**src/rtl/arbitro_mux_3a1.sv**
```systemverilog
// arbitro_mux_3a1: round-robin arbiter driving a shared 3:1 data mux with valid/ready beats
//   Ports: clk, reset (sync, active-high), Req[2:0] per-source requests,
//   Entrada1..3 source data, Listo downstream ready, Ctrl mux select (0..2),
//   Gnt one-hot owner, Valido beat valid, Dato_Out muxed data, Ack beat accepted.
//   Config: define ARB_PRIORIDAD_FIJA_EN for fixed priority Entrada1 > Entrada2 > Entrada3.
module arbitro_mux_3a1 #(
    parameter int ANCHO      = 32,
    parameter int MAX_RAFAGA = 4
) (
    input  logic             clk,
    input  logic             reset,
    input  logic [2:0]       Req,
    input  logic [ANCHO-1:0] Entrada1,
    input  logic [ANCHO-1:0] Entrada2,
    input  logic [ANCHO-1:0] Entrada3,
    input  logic             Listo,
    output logic [1:0]       Ctrl,
    output logic [2:0]       Gnt,
    output logic             Valido,
    output logic [ANCHO-1:0] Dato_Out,
    output logic [2:0]       Ack
);
    localparam int CW = $clog2(MAX_RAFAGA + 1);
    typedef enum logic {IDLE, GRANT} estado_t;
    estado_t       r_estado, w_estado;
    logic [1:0]    r_ctrl, w_ctrl, r_ptr, w_ptr, w_pnext, w_start;
    logic [2:0]    r_gnt, w_gnt, w_cand;
    logic [CW-1:0] r_cnt, w_cnt;
    logic          w_xfer, w_rel;
    // first set bit of r scanning p, p+1, p+2 (mod 3); caller guarantees r != 0
    function automatic logic [1:0] win(input logic [2:0] r, input logic [1:0] p);
        logic [1:0] i1, i2;
        i1 = (p == 2'd2) ? 2'd0 : p + 2'd1;
        i2 = (p == 2'd0) ? 2'd2 : p - 2'd1;
        return r[p] ? p : r[i1] ? i1 : i2;
    endfunction
    assign Ctrl     = r_ctrl;
    assign Gnt      = r_gnt;
    // gated by reset so the cycle carrying reset never accepts a beat
    assign Valido   = ~reset & |(r_gnt & Req);
    assign w_xfer   = Valido & Listo;
    assign Ack      = r_gnt & {3{w_xfer}};
    assign Dato_Out = (r_ctrl == 2'd0) ? Entrada1 : (r_ctrl == 2'd1) ? Entrada2 : Entrada3;
    always_comb begin
        w_estado = r_estado;
        w_ctrl   = r_ctrl;
        w_gnt    = r_gnt;
        w_ptr    = r_ptr;
        w_cnt    = r_cnt;
        w_pnext  = (r_ctrl == 2'd2) ? 2'd0 : r_ctrl + 2'd1;
`ifdef ARB_PRIORIDAD_FIJA_EN
        w_start  = 2'd0;
        w_cand   = Req;
`else
        w_start  = w_pnext;
        w_cand   = Req & ~r_gnt;
`endif
        // owner idle (no beat) or last beat of the burst accepted
        w_rel    = (r_estado == GRANT) && (!Valido || (w_xfer && r_cnt == CW'(MAX_RAFAGA - 1)));
        if (r_estado == IDLE) begin
            if (|Req) begin
                w_estado = GRANT;
                w_ctrl   = win(Req, r_ptr);
                w_gnt    = 3'b001 << w_ctrl;
                w_cnt    = '0;
            end
        end else if (w_rel) begin
            w_ptr = w_start;
            w_cnt = '0;
            // a lone owner re-enters via IDLE, costing one cycle; a switch has no bubble
            if (|w_cand) begin
                w_ctrl = win(w_cand, w_start);
                w_gnt  = 3'b001 << w_ctrl;
            end else begin
                w_estado = IDLE;
                w_gnt    = 3'b000;
            end
        end else if (w_xfer) begin
            w_cnt = r_cnt + 1'b1;
        end
    end
    always_ff @(posedge clk) begin
        if (reset) begin
            r_estado <= IDLE;
            r_ctrl   <= 2'd0;
            r_gnt    <= 3'b000;
            r_ptr    <= 2'd0;
            r_cnt    <= '0;
        end else begin
            r_estado <= w_estado;
            r_ctrl   <= w_ctrl;
            r_gnt    <= w_gnt;
            r_ptr    <= w_ptr;
            r_cnt    <= w_cnt;
        end
    end
endmodule
```
**config.mk**
```make
export PLATFORM = sky130hd
export DESIGN_NAME = arbitro_mux_3a1
export DESIGN_NICKNAME = d
export VERILOG_FILES = /design/src/rtl/arbitro_mux_3a1.sv
export SDC_FILE = /design/constraint.sdc
export NUM_CORES = 1
export LEC_CHECK = 0
export CAP_MARGIN = 5
export CELL_PAD_IN_SITES_DETAIL_PLACEMENT = 0
export CELL_PAD_IN_SITES_GLOBAL_PLACEMENT = 1
export CORE_MARGIN = 1
export CORE_UTILIZATION = 19
export CTS_CLUSTER_SIZE = 28
export DETAILED_ROUTE_END_ITERATION = 10
export GPL_ROUTABILITY_DRIVEN = 0
export PLACE_DENSITY = 0.83
export SLEW_MARGIN = 20
export SYNTH_ARGS = -nofsm -noshare
export SYNTH_HDL_FRONTEND = slang
export SYNTH_SLANG_ARGS = --single-unit
```
**constraint.sdc**
```tcl
create_clock -name clk -period 3.2 [get_ports clk]
set_input_delay 0.64 -clock clk [delete_from_list [all_inputs] [get_ports clk]]
set_output_delay 0.64 -clock clk [all_outputs]
set_load 0.1 [all_outputs]
```
==> out/metrics.cfg, run 1 <==
[cells_and_area]
fill_cells=801
multi_input_area_mm2=0.00131
mostFrequentLayoutCells=clkdlybuf4s50_1, nand2_1, buf_4, mux2i_1, o21ai_2
regArea_um2=224
layout.cells.non_filler=464
nets=471
final_area_mm2=0.00315
syn2layout_area_growth_pct=110
antennaDiodeCount=0
final_common_cell=clkdlybuf4s50_1
drive_gt1_share_pct=23.8

[global_route]
grt_max_degree=69
grt_first_pass_wirelength_mm=9.69
track_usage_pct=14.2
first_global_vias=2150
overflow=0
antenna_found_initial=0

[logic_synthesis]
yosysTopAreaCellShare_pct=21.4
syn-num-nets=332
synthFlopType=dfxtp_1
yosysSeqAreaShare_pct=14.7
synth.distinct_cells=35
synth_edf_count=0
netlist_top_cells_area=mux2i_1, dfxtp_1, o21ai_0
ys_seq_elements=11
synthCells=224
avgSynthCellArea_um2=6.69
async_flop_share_pct=0
ys_warn_count=0
syn-cell-area_mm2=0.00150
yosysTopAreaCell=mux2i_1

[run_status]
status=complete, no violations

[pwr]
power_frac_seq_pct=7.5
vdd_drop_max_v=0.000638
combPwrFrac_pct=87.3
p_per_area_mw_per_mm2=851
p_sw_mw=1.82
leakage_nw=1.22
clkPwrFrac_pct=5.2
swShare_pct=68.1
internal_power_mw=0.855

[timing]
fin_crit_ps=2880
finalSetupViolCount=0
timing.hold.ws_ps=456
clock_skew_ps=1.63
hold_viol_final=0
tightest_slew_ps=830
slew_headroom_pct=44.7
finalCritPeriodShare_pct=89.9
rsz0062_at_grt=no
finalMaxSlewViolations=0
max_freq_ghz=0.348

[floorplanning]
start_util_pct=19.5
die_area_mm2=0.00825
num_rows=32
die_x_um=90.8
pin_count=143
core_mm2=0.00769
die_h_um=90.8

[setup_path]
arrival_ps=2240
reg2reg_depth=8
worstReg2RegStart=Ctrl[0]
r2r_end=Gnt[0]
rrSetupSlack_ps=930
critPathCaptureType=primary output
cp.required_ps=2560
crit_type=in2out
worstPathMaxFanout=8
critPathLaunchType=primary input

[drt]
drtAntennaViolNets=0
route.detailed.drc=0
wirelength_mm=5.83
firstDrtPassIters=4
initialDrtViolationCount=62
vias=2140
wl_per_cell_um=12.6
avgViaCountPerCell=4.61

[placed_design]
placed_area_mm2=0.00310
numPortBuffers=142
place_inst=460
dpl.hpwl_mm=4.83

[cts]
ctsHoldBuffers=0
clk_pin_slew_worst_paths_ps=50
cts_resized=0
cts-buffers-inserted=3
cts-root-buf=clkbuf_8
cts_sinks=11
tritoncts=built
htreeDepth=1
worstSkewPairLatency_ps=240
cts_setup_buffers=0
clockBufferDepth=2

[flow_run]
maxCapViolCount=0

[hold_path]
min_from=r_cnt[2]
hold_path_end=r_cnt[2]
hold-path-cell-count=2
hold_class=reg2reg

[state kept, by name (all words and copies together) (netlist names)]
signal	flops
r_cnt	3
Gnt	3
r_estado	1
r_ptr	2
Ctrl	2
[through the flow]
step | setup WS [ps] | TNS, ps | total power, mW | util (%)
6_report | 324 | 0 | 2.68 | 40.9
5_1_grt | 216 | 0 | 2.81 | 40.9
4_1_cts | 309 | 0 | 2.70 | 40.9
3_5_place_dp | 325 | 0 | 2.55 | 40.3
3_3_place_gp | 306 | 0 | 2.55 | 40.3
2_1_floorplan | -279 | -719 | 2.03 | -
[power groups by stage]
stage	Sequential, mW	Combinational, mW	Clock (mW)
finish	0.201	2.34	0.140
global route	0.206	2.45	0.153
CTS	0.201	2.35	0.147
detailed placement	0.203	2.35	0
global placement	0.204	2.34	0
floorplan	0.315	1.72	0
[per-layer routing]
layer	wire length [um]	part of all wire, %	GRT usage (%)
met5	0	0	0
met4	146	2.5	6.08
met3	384	6.6	2.27
met2	3160	54	27.3
met1	2130	37	15.1
[worst max-delay path, stage by stage]
cell,delay [ps]
clkdlybuf4s50_1,520
a222oi_1,420
buf_4,200
nor2_4,50
and3_2,230
buf_12,170
[cells in the mapped netlist, drive strengths merged, types with 2 or more instances]
cell type / number
nand2b: 4
clkbuf: 8
or3: 4
a21oi: 9
nor2: 13
and3: 3
nor3: 4
o21ai: 38
mux2i: 32
nor3b: 2
or2: 2
buf: 5
a221oi: 4
nor2b: 3
nand3: 3
ha: 6
nand2: 48
inv: 9
o211ai: 2
mux2: 2
dfxtp: 11
[cell type report]
cell class                      instances  area share (%)
Timing Repair Buffer                  147            44.7
Sequential cell                        11            7.12
Inverter                                9            1.07
Tap cell                              102            4.06
Clock buffer                            4            1.43
Multi-Input combinational cell        191            41.6
[how the worst max path moves through the flow]
stage | from | endpoint | slack, ps
2_1_floorplan | Ctrl[1] | Dato_Out[30] | -280
3_3_place_gp | Req[0] | Ack[1] | 310
3_5_place_dp | Req[0] | Ack[2] | 330
4_1_cts | Req[0] | Ack[2] | 310
5_1_grt | Req[0] | Ack[2] | 220
6_report | Req[0] | Ack[2] | 320
[cells by family after synthesis]
kind of cell	after synthesis	synth area share, %
muxes	34	22.9
buffers and inverters	22	5.93
adders and majority gates	6	5.01
AOI/OAI and AO/OA	63	25.0
DFF	11	14.7
and+or+nand+nor	88	26.5
(Power assumes the default switching activity.)
==> inputs of run 2 (changes only) <==
==> constraint.sdc (replaced) <==
create_clock -name clk -period 2.7 [get_ports clk]
set_input_delay 0.54 -clock clk [delete_from_list [all_inputs] [get_ports clk]]
set_output_delay 0.54 -clock clk [all_outputs]
set_load 0.1 [all_outputs]
==> run 2 against run 1 <==
  * Total power is 48% higher
  * Worst hold slack worse by 0.96 ps
  * Register-to-register slack worse by 560 ps
  * Cell area is 21% higher
  * Critical path type unchanged
  * Clock-buffer cell count stayed put
  * Sequential power is 25% higher
  * Flip-flop and latch count stayed put
  * Combinational power is 51% higher
  * Critical endpoint is now Ack[1]
==> out/metrics.cfg, run 2 (synthesized netlist as in run 1, its figures left out) <==
[timing]
setup_tns_ps=0
fin_ws_ps=173
clock_skew_ps=2.44
timing.hold.ws_ps=455
tightest_slew_ps=569
slew_headroom_pct=62.1
hold_viol_final=0
finalCritPeriodShare_pct=93.6
rsz0062_at_grt=no
finalMaxSlewViolations=0
max_freq_ghz=0.396
finalSetupViolCount=0
fin_crit_ps=2530

[pwr]
p_sw_mw=2.38
combPwrFrac_pct=89.4
power_frac_seq_pct=6.4
swShare_pct=60.3
vdd_drop_max_v=0.000650
leakage_nw=1.42
internal_power_mw=1.57
p_per_area_mw_per_mm2=1040
clkPwrFrac_pct=4.2

[cts]
worstSkewPairLatency_ps=240
cts_sinks=11
clk_pin_slew_worst_paths_ps=50
ctsHoldBuffers=0
cts-root-buf=clkbuf_8
htreeDepth=1
clockBufferDepth=2
tritoncts=built
cts-buffers-inserted=3

[global_route]
antenna_found_initial=0
track_usage_pct=15.0
grt_max_degree=66
grt_first_pass_wirelength_mm=10.1
first_global_vias=2124
overflow=0

[floorplanning]
num_rows=32
core_mm2=0.00769
die_h_um=90.8
die_area_mm2=0.00825
start_util_pct=19.5
die_x_um=90.8
pin_count=143

[placed_design]
numPortBuffers=142
placed_area_mm2=0.00377
dpl.hpwl_mm=5.37
place_inst=461
place_ws_ps=98.8

[flow_run]
maxCapViolCount=0

[drt]
wirelength_mm=6.30
drtAntennaViolNets=0
avgViaCountPerCell=4.63
initialDrtViolationCount=76
route.detailed.drc=0
vias=2152
firstDrtPassIters=6
wl_per_cell_um=13.5

[cells_and_area]
antennaDiodeCount=0
final_area_mm2=0.00382
final_common_cell=clkdlybuf4s50_1
layout.cells.non_filler=465
fill_cells=744
syn2layout_area_growth_pct=155
mostFrequentLayoutCells=clkdlybuf4s50_1, nand2_1, buf_12, mux2i_1, o21ai_4
drive_gt1_share_pct=25.3
nets=472

[hold_path]
hold_class=reg2reg

[setup_path]
arrival_ps=1990
worstPathMaxFanout=6
crit_type=in2out
critPathLaunchType=primary input
cp.required_ps=2160
critPathCaptureType=primary output

[run_status]
status=complete, no violations

## run 2: worst paths after layout
| kind | from | endpoint | slack (ps) | cells past startpoint |
|---|---|---|---|---|
| worst max register to register | Ctrl[1] | Gnt[0] | 370 | 8 |
| worst min register to register | r_cnt[2] | r_cnt[2] | 450 | 2 |
| worst max-delay path | Req[0] | Ack[1] | 170 | 6 |
| worst min-delay path | r_cnt[2] | r_cnt[2] | 450 | 2 |
## run 2: worst max-delay path, stage by stage
cell and delay, ps:
clkdlybuf4s50_1 430, a222oi_1 370, buf_4 200, nor2_4 50
and3_2 230, buf_12 160
## run 2: cell type report
class / instances / area [um^2] / share of cell area [%]
repair buffers: 148 / 1840 / 48.3
multi-input cells: 191 / 1540 / 40.3
flip-flops and latches: 11 / 229 / 6.00
well taps: 102 / 128 / 3.34
inverters: 9 / 33.8 / 0.885
clock buffers: 4 / 45.0 / 1.18
## run 2: stage by stage
| stage | power, mW | utilization (%) |
|---|---|---|
| 3_5_place_dp | 3.81 | 49.0 |
| 3_3_place_gp | 3.79 | 49.0 |
| 6_report | 3.96 | 49.6 |
| 5_1_grt | 4.11 | 49.6 |
| 2_1_floorplan | 2.61 | - |
| 4_1_cts | 3.99 | 49.6 |
## run 2: what timing repair did
item                       in CTS  in global routing
setup buffers                   0                  0
setup endpoints to repair       0                  1
hold endpoints to repair        0                  0
gates resized for setup         0                  1
## run 2: per-layer routing
metal  up-vias  global-route usage (%)  wire (um)
met2        83                    27.2       3360
li1       1086                       -          -
met4         0                    5.03        104
met5         -                       0          0
met3        10                    3.45        440
met1       973                    17.2       2390
## run 2: power by group through the flow
| stage | Clock, mW | Combinational (mW) | Sequential (mW) |
|---|---|---|---|
| finish | 0.166 | 3.54 | 0.252 |
| global route | 0.181 | 3.67 | 0.259 |
| CTS | 0.173 | 3.56 | 0.253 |
| detailed placement | 0 | 3.56 | 0.256 |
| global placement | 0 | 3.53 | 0.256 |
| floorplan | 0 | 2.23 | 0.378 |
==> inputs of run 3 (changes only) <==
--- a/config.mk
+++ b/config.mk
@@ -14,6 +14,7 @@
 export DETAILED_ROUTE_END_ITERATION = 10
 export GPL_ROUTABILITY_DRIVEN = 0
 export PLACE_DENSITY = 0.83
+export RECOVER_POWER = 50
 export SLEW_MARGIN = 20
 export SYNTH_ARGS = -nofsm -noshare
 export SYNTH_HDL_FRONTEND = slang
==> run 3 against run 2 <==
  * Global-route usage stayed put
  * Clock skew hardly changed
  * Sequential share of layout area is 0.21 points higher
  * Sequential power hardly changed
  * Critical endpoint is now Dato_Out[6]
  * Largest power group unchanged
==> out/metrics.cfg, run 3 (synthesized netlist as in run 1, its figures left out) <==
[cts]
tritoncts=built
ctsHoldBuffers=0
cts-buffers-inserted=3
cts_resized=0
clk_pin_slew_worst_paths_ps=50
htreeDepth=1
cts-root-buf=clkbuf_8
cts_sinks=11
clockBufferDepth=2
cts_setup_buffers=0
worstSkewPairLatency_ps=240

[placed_design]
place_inst=461
dpl.hpwl_mm=5.37
numPortBuffers=142

[setup_path]
rrSetupSlack_ps=280
arrival_ps=1990
worstReg2RegStart=Ctrl[0]
startpoint=Ctrl[0]
critPathLaunchType=flop
r2r_end=Gnt[0]
reg2reg_depth=8
cp.required_ps=2160
crit_type=reg2out
critPathCaptureType=primary output
worstPathMaxFanout=33

[floorplanning]
core_mm2=0.00769
pin_count=143
die_area_mm2=0.00825
die_h_um=90.8
num_rows=32
start_util_pct=19.5
die_x_um=90.8

[cells_and_area]
multi_input_area_mm2=0.00154
nets=472
drive_gt1_share_pct=24.2
mostFrequentLayoutCells=clkdlybuf4s50_1, nand2_1, mux2i_1, o21ai_4, buf_12
regArea_um2=228
fill_cells=759
final_common_cell=clkdlybuf4s50_1
layout.cells.non_filler=465
antennaDiodeCount=0
syn2layout_area_growth_pct=145

[global_route]
antenna_found_initial=0
first_global_vias=2124
busiest_layer=met2
grt_first_pass_wirelength_mm=10.1
use_met2_pct=27.2
overflow=0
met1_usage_pct=17.2
track_usage_pct=15.0
met3_usage_pct=3.45
grt_max_degree=66

[timing]
rsz0062_at_grt=no
finalSetupViolCount=0
slew_headroom_pct=22.9
finalCritPeriodShare_pct=93.8
clock_skew_ps=2.52
finalMaxSlewViolations=0
max_freq_ghz=0.395
fin_crit_ps=2530
hold_viol_final=0
tightest_slew_ps=1160

[drt]
avgViaCountPerCell=4.65
drtAntennaViolNets=0
route.detailed.drc=0
firstDrtPassIters=7
wl_per_cell_um=13.6
wirelength_mm=6.32
initialDrtViolationCount=74
vias=2164

[hold_path]
min_from=r_cnt[2]
hold_class=reg2reg
hold-path-cell-count=2
hold_path_end=r_cnt[2]

[pwr]
leakage_nw=1.36
internal_power_mw=1.41
p_sw_mw=2.36
combPwrFrac_pct=89.0
clkPwrFrac_pct=4.4
swShare_pct=62.5
power_frac_seq_pct=6.6
p_total_mw=3.77
vdd_drop_max_v=0.000649
p_per_area_mw_per_mm2=1030

[run_status]
status=complete, no violations

[flow_run]
maxCapViolCount=0

[run 3: layer usage]
metal | wire (um) | part of all wire [%]
met1 | 2410 | 38
met2 | 3350 | 53
met3 | 453 | 7.2
met4 | 106 | 1.7
met5 | 0 | 0
[run 3: how the worst max path moves through the flow]
stage          slack [ps]          end  cells after the start
6_report              170  Dato_Out[6]                      4
5_1_grt                70  Dato_Out[2]                      4
4_1_cts                90       Ack[1]                      6
3_5_place_dp          100       Ack[1]                      6
3_3_place_gp           60       Ack[1]                      6
2_1_floorplan        -0.4       Ack[0]                      3
[run 3: layout make-up]
cell class / instances / area share [%]
well taps: 102 / 3.48
clock buffers: 4 / 1.23
repair buffers: 148 / 46.2
inverters: 9 / 0.921
flip-flops and latches: 11 / 6.21
multi-input cells: 191 / 42.0
[run 3: critical path, cell delays in order, from the launching register on]
cell	delay, ps
dfxtp_1	510
buf_4	530
mux2i_1	350
o21ai_4	60
buf_4	260
[run 3: power groups by stage]
stage | registers (mW) | logic (mW) | clock network [mW]
6_report | 0.249 | 3.36 | 0.166
5_1_grt | 0.256 | 3.49 | 0.181
4_1_cts | 0.253 | 3.56 | 0.173
3_5_place_dp | 0.256 | 3.56 | 0
3_3_place_gp | 0.256 | 3.53 | 0
2_1_floorplan | 0.378 | 2.23 | 0
[run 3: per-stage QoR]
step	setup TNS [ps]	hold WS, ps	cell area [um^2]	worst slack [ps]	utilization [%]
after floorplan	-1.30	432	1860	-0.432	-
after global placement	0	440	3770	59.6	49.0
after detailed placement	0	446	3770	98.8	49.0
after CTS	0	453	3810	85.9	49.6
after global routing	0	494	3670	74.1	47.7
final	0	454	3670	167	47.7
